**config.mk**
```make
export PLATFORM = sky130hd
export DESIGN_NAME = window_stream_ctrl
export DESIGN_NICKNAME = d
export VERILOG_FILES = /design/src/rtl/window_stream_ctrl.sv
export SDC_FILE = /design/constraint.sdc
export NUM_CORES = 1
export LEC_CHECK = 0
export ABC_AREA = 1
export BUFFER_PORTS_ARGS = -buffer_cell sky130_fd_sc_hd__buf_2
export CORE_MARGIN = 1
export CORE_UTILIZATION = 35
export CTS_BUF_LIST = sky130_fd_sc_hd__clkbuf_16
export CTS_CLUSTER_DIAMETER = 50
export DETAILED_ROUTE_END_ITERATION = 7
export SLEW_MARGIN = 20
export SYNTH_ARGS = -nofsm -noshare
export SYNTH_HDL_FRONTEND = slang
export SYNTH_SLANG_ARGS = --single-unit
```
**constraint.sdc**
```tcl
create_clock -name clk -period 4 [get_ports clk]
set_input_delay 0.2 -clock clk [delete_from_list [all_inputs] [get_ports clk]]
set_output_delay 0.2 -clock clk [all_outputs]
set_load 0.01 [all_outputs]
```
**src/rtl/window_stream_ctrl.sv**
```systemverilog
// window_stream_ctrl
//   Drives the pixel-window shift register from a valid/ready raster stream
//   and tags every centred window with its centre coordinates, a border flag
//   and end-of-frame.
//   One window is produced per frame pixel. The first window appears only
//   after the lag of L = HH*frameW + HW pushes. After the last input pixel,
//   L pad pixels are pushed to drain the tail.
//
// Ports
//   clk        clock, all logic on posedge
//   rst        asynchronous active-high reset
//   in_valid   input pixel valid
//   in_ready   pixel accepted this cycle (low during FLUSH and reset)
//   in_data    input pixel
//   in_sof     input pixel is frame pixel (0,0)
//   sr_shift   shift-register enable (combinational)
//   sr_data    pixel to shift in (combinational)
//   win_valid  window register holds a valid centred window
//   win_x      centre column
//   win_y      centre row
//   win_border window extends past a frame edge
//   win_eof    last window of the frame
//   busy       state != IDLE
//   frame_err  (WSC_FRAME_ERR_EN only) one-cycle pulse when in_sof arrives
//              mid-frame; the frame restarts with that pixel
//
// Build option
//   WSC_FRAME_ERR_EN : adds frame_err and mid-frame sof restart.
//                      When it is undefined, in_sof in RUN is an ordinary pixel.
//
// state | meaning
// IDLE  | waiting for sof; non-sof pixels are accepted and dropped
// RUN   | pushing accepted frame pixels
// FLUSH | pushing PAD for L cycles to drain the last windows
module window_stream_ctrl #(
    parameter int dataDept = 8,
    parameter int frameW   = 640,
    parameter int frameH   = 480,
    parameter int windowW  = 3,
    parameter int windowH  = 3,
    parameter logic [dataDept-1:0] PAD = '0
) (
    input  logic                clk,
    input  logic                rst,
    input  logic                in_valid,
    output logic                in_ready,
    input  logic [dataDept-1:0] in_data,
    input  logic                in_sof,
    output logic                sr_shift,
    output logic [dataDept-1:0] sr_data,
    output logic                win_valid,
    output logic [15:0]         win_x,
    output logic [15:0]         win_y,
    output logic                win_border,
    output logic                win_eof,
`ifdef WSC_FRAME_ERR_EN
    output logic                frame_err,
`endif
    output logic                busy
);

    localparam int HW = (windowW - 1) / 2;
    localparam int HH = (windowH - 1) / 2;
    localparam int L  = HH * frameW + HW;
    localparam int N  = frameW * frameH;

    localparam logic [31:0] L32   = 32'(L);
    localparam logic [31:0] N_M1  = 32'(N - 1);
    localparam logic [15:0] X_MAX = 16'(frameW - 1);
    localparam logic [15:0] Y_MAX = 16'(frameH - 1);
    localparam logic [15:0] X_LO  = 16'(HW);
    localparam logic [15:0] X_HI  = 16'(frameW - 1 - HW);
    localparam logic [15:0] Y_LO  = 16'(HH);
    localparam logic [15:0] Y_HI  = 16'(frameH - 1 - HH);
    localparam bit NO_LAG  = (L == 0);
    localparam bit ONE_PIX = (N == 1);

    typedef enum logic [1:0] {IDLE, RUN, FLUSH} state_t;

    state_t      state;
    logic [31:0] count;      // accepted pixels of the current frame
    logic [31:0] lag_cnt;    // pushes still to go before windows start
    logic [31:0] flush_cnt;  // pad pushes remaining
    logic [15:0] cx, cy;     // centre of the next window to emit

    logic        start, last, emit;
    logic [15:0] cur_x, cur_y, nxt_x, nxt_y;

    assign busy = (state != IDLE);

    always_comb begin
        in_ready = 1'b0;
        sr_shift = 1'b0;
        sr_data  = '0;
        start    = 1'b0;
        if (!rst) begin
            case (state)
                IDLE: begin
                    in_ready = 1'b1;
                    sr_data  = in_data;
                    start    = in_valid & in_sof;
                    sr_shift = start;
                end
                RUN: begin
                    in_ready = 1'b1;
                    sr_data  = in_data;
                    sr_shift = in_valid;
`ifdef WSC_FRAME_ERR_EN
                    start    = in_valid & in_sof;
`endif
                end
                FLUSH: begin
                    sr_shift = 1'b1;
                    sr_data  = PAD;
                end
                default: ;
            endcase
        end
    end

    always_comb begin
        last = 1'b0;
        if (start)
            last = ONE_PIX;
        else if (state == RUN && in_valid && count == N_M1)
            last = 1'b1;
    end

    // A sof push restarts the lag, so it can only produce a window when L=0.
    assign emit  = sr_shift & (start ? NO_LAG : (lag_cnt == 32'd0));
    assign cur_x = start ? 16'd0 : cx;
    assign cur_y = start ? 16'd0 : cy;

    always_comb begin
        nxt_x = cur_x + 16'd1;
        nxt_y = cur_y;
        if (cur_x == X_MAX) begin
            nxt_x = 16'd0;
            nxt_y = (cur_y == Y_MAX) ? 16'd0 : cur_y + 16'd1;
        end
    end

    always_ff @(posedge clk or posedge rst) begin
        if (rst) begin
            state      <= IDLE;
            count      <= '0;
            lag_cnt    <= '0;
            flush_cnt  <= '0;
            cx         <= '0;
            cy         <= '0;
            win_valid  <= 1'b0;
            win_x      <= '0;
            win_y      <= '0;
            win_border <= 1'b0;
            win_eof    <= 1'b0;
`ifdef WSC_FRAME_ERR_EN
            frame_err  <= 1'b0;
`endif
        end else begin
            win_valid <= emit;
            win_eof   <= emit & (cur_x == X_MAX) & (cur_y == Y_MAX);
            if (emit) begin
                win_x      <= cur_x;
                win_y      <= cur_y;
                win_border <= (cur_x < X_LO) | (cur_x > X_HI) |
                              (cur_y < Y_LO) | (cur_y > Y_HI);
                cx         <= nxt_x;
                cy         <= nxt_y;
            end else if (start) begin
                cx <= '0;
                cy <= '0;
            end

            if (start)
                lag_cnt <= NO_LAG ? 32'd0 : L32 - 32'd1;
            else if (sr_shift && lag_cnt != 32'd0)
                lag_cnt <= lag_cnt - 32'd1;

            if (start)
                count <= 32'd1;
            else if (state == RUN && in_valid)
                count <= count + 32'd1;

`ifdef WSC_FRAME_ERR_EN
            frame_err <= start & (state == RUN);
`endif

            case (state)
                IDLE, RUN: begin
                    if (last) begin
                        state     <= NO_LAG ? IDLE : FLUSH;
                        flush_cnt <= L32;
                    end else if (start) begin
                        state <= RUN;
                    end
                end
                FLUSH: begin
                    flush_cnt <= flush_cnt - 32'd1;
                    if (flush_cnt == 32'd1)
                        state <= IDLE;
                end
                default: state <= IDLE;
            endcase
        end
    end

endmodule

```
==> impl_metrics.ini <==
[grt]
grt_pass1_wl_um = 42800
antenna_found_initial = 0
gr-total-overflow = 0
grt_max_degree = 70
grt_pass1_vias = 8582
grt_util_all_layers_pct = 18.6

[power_and_ir_drop]
p_leak_nw = 5.27
p_clk_share_pct = 44.4
p_seq_share_pct = 49.5
p_total_mw = 3.58
vdd_drop_max_mv = 0.276
switching_share_pct = 26.1
p_sw_uw = 936
internal_power_mw = 2.64
comb_power_share_pct = 6.1
power_density_mw_per_mm2 = 327

[outcome]
status = complete, no violations

[timing]
slew_viol_final = 0
max_slew_margin_pct = 39.5
period_share_pct = 80.2
holdWs_ps = 196
hold_viol = 0
setup_violations = 0
fin_setup_tns_ps = 0
worstMarginPinSlew_ps = 908
skew_ps = 15.7
rsz0062_at_grt = false
fmax_mhz = 312
fin_crit_ps = 3210
worst_slack_ps = 790

[die]
io_pins = 58
dieWidth_um = 169
design.core.area_mm2 = 0.0272
start_util_pct = 35.9
dieArea_mm2 = 0.0286
rows = 60
dieHeight_um = 169

[layout]
num-nets-final = 1449
final_common_cell = nand2_1
fill_cells = 2919
design_area_mm2 = 0.0110
fin_cells = 1814
final_core_util_pct = 40.3
final_cell_mix = nand2_1 (331), nor2_1 (213), inv_1 (169)
areaGrowthSynthToFinish_pct = 12.2
multi_input_comb_area_mm2 = 0.00479
drive_above_1_share_pct = 10.2
diodes = 0
seqCellArea_mm2 = 0.00413

[critical_path]
path_cells = dlygate4sd3_1 > buf_2 > inv_6 > nand3_4 > nand2_1 > inv_1 > ha_1 > inv_1 > nor2_1 > nand2_1 > nor2_1 > nand2_2 > o21ai_1 > inv_1 > nor2_1
required_ps = 4370
startpoint = rst
reg2reg_depth = 13
crit_path_end = cy[3]
worstPathMaxFanout = 41
cp-start-kind = input pin
critPathArrivalTime_ps = 3580
r2r_end = cy[3]
slowest_delay_ps = 710
end_kind = flip-flop
r2r_setup_slack_ps = 1000
r2r_start = state[1]
critical-path-slowest-cell = nor2_1
path_class = in -> reg

[cts]
cts.sinks = 165
cts_tree = done
clk_latency_ps = 440
cts_max_path_buffers = 2
numCtsBuffers = 17
cts-root-buf = clkbuf_16
cts_resized = 0
h-tree-depth = 4
cts.clk_slew.worst_paths_ps = 70

[synthesis]
avgSynthCellArea_um2 = 7.09
synth_nets = 1397
syn_area_mm2 = 0.00977
syn_inst = 1377
yosysWarnings = 0
synthArstFlopShare_pct = 100
ys_types = 46
ys.flop_type = dfrtp_1
synth_edf_count = 0
seq_area_frac_synth_pct = 42.3
synth-seq-cells = 165

[placed_design]
place_inst = 1781
port_buffers = 57
gp_congestion = 0.908
dp_hpwl_um = 18200
placed_cell_area_mm2 = 0.0104
dp_slack_ps = 901

[worst_hold_path]
hp-class = in -> reg

[routing]
totalWireLength_um = 25100
wire_per_inst_um = 13.8
dr.pass1.iters = 5
vias = 8948
initialDrtViolationCount = 656
vias_per_cell = 4.93
drc_errors = 0
final_antenna_net_count = 0

[flow_run]
maxCapViolCount = 0
[worst min-delay path by stage]
stage,start,end,slack (ps),depth (start not counted)
2_1_floorplan,flush_cnt[29],flush_cnt[29],450,1
5_1_grt,in_valid,count[1],230,5
4_1_cts,in_valid,count[1],190,5
3_5_place_dp,rst,state[1],320,2
3_3_place_gp,rst,state[1],300,2
6_report,in_valid,count[1],200,5
[power by group through the flow]
stage | combinational [mW] | sequential (mW) | clock (mW)
final | 0.218 | 1.77 | 1.59
after global routing | 0.258 | 1.78 | 1.68
after CTS | 0.222 | 1.77 | 1.63
after detailed placement | 0.222 | 1.80 | 0
after global placement | 0.216 | 1.80 | 0
after floorplan | 0.167 | 1.79 | 0
[metal layers]
layer	vias to the layer above	part of all wire [%]	GRT usage [%]
met2	166	44	29.5
met1	4194	51	26.3
met5	-	0	0
met3	18	3.6	3.18
met4	0	0.97	4.19
li1	4570	-	-
[flip-flops by register name, indices dropped and copies added (netlist names)]
register / count
win_x: 16
cy: 16
state: 2
win_border: 1
count: 32
win_eof: 1
win_valid: 1
flush_cnt: 32
win_y: 16
lag_cnt: 32
cx: 16
[cell type report]
type	instances	share of cell area (%)
Multi-Input combinational cell	1003	43.7
Sequential cell	165	37.7
Inverter	177	6.14
Tap cell	372	4.25
Clock buffer	17	3.88
Timing Repair Buffer	65	3.17
Clock inverter	15	1.16
[worst max-delay path: cells and delay by family]
family	cells	cell delay (ps)
and+or+nand+nor	7	1890
buffers and inverters	6	1160
adders and majority gates	1	160
AOI/OAI and AO/OA	1	170
[cell usage after synthesis (2+ instances only)]
cell type / count / area, um2
nor3_1: 30 / 150
nor2_4: 6 / 67.6
dfrtp_1: 165 / 4130
xor2_1: 14 / 123
buf_2: 12 / 60.1
ha_1: 8 / 100
nor2_1: 213 / 800
nand3_2: 4 / 40.0
o21ai_1: 26 / 130
and2_1: 3 / 18.8
nand2_1: 332 / 1250
nand3_1: 110 / 551
xnor2_1: 7 / 61.3
nand2_2: 10 / 62.6
nand3b_1: 4 / 30.0
buf_4: 5 / 37.5
a211oi_1: 4 / 30.0
nor4_1: 8 / 50.1
a21oi_1: 30 / 150
o31ai_1: 9 / 67.6
inv_1: 168 / 631
nand4_1: 46 / 288
clkbuf_1: 9 / 33.8
o21bai_1: 3 / 22.5
or2_2: 7 / 43.8
nor2_2: 8 / 50.1
nor3_2: 2 / 20.0
a31oi_1: 2 / 12.5
o21ai_0: 100 / 500
o22ai_1: 5 / 31.3
nor3_4: 2 / 32.5
buf_6: 5 / 56.3
inv_2: 7 / 26.3
[timing repair]
action / CTS / global route
hold buffers: 1 / 0
setup buffers: 0 / 0
endpoints found under the hold margin: 37 / 0
[kinds of logic after synthesis]
family	share of synthesized area [%]
xor+xnor	1.88
flops	42.3
mux	0.103
fa+ha+maj	1.03
simple gates	35.8
buf+inv	8.80
compound gates	10.1
No activity file was read; power rests on OpenSTA's default activity.
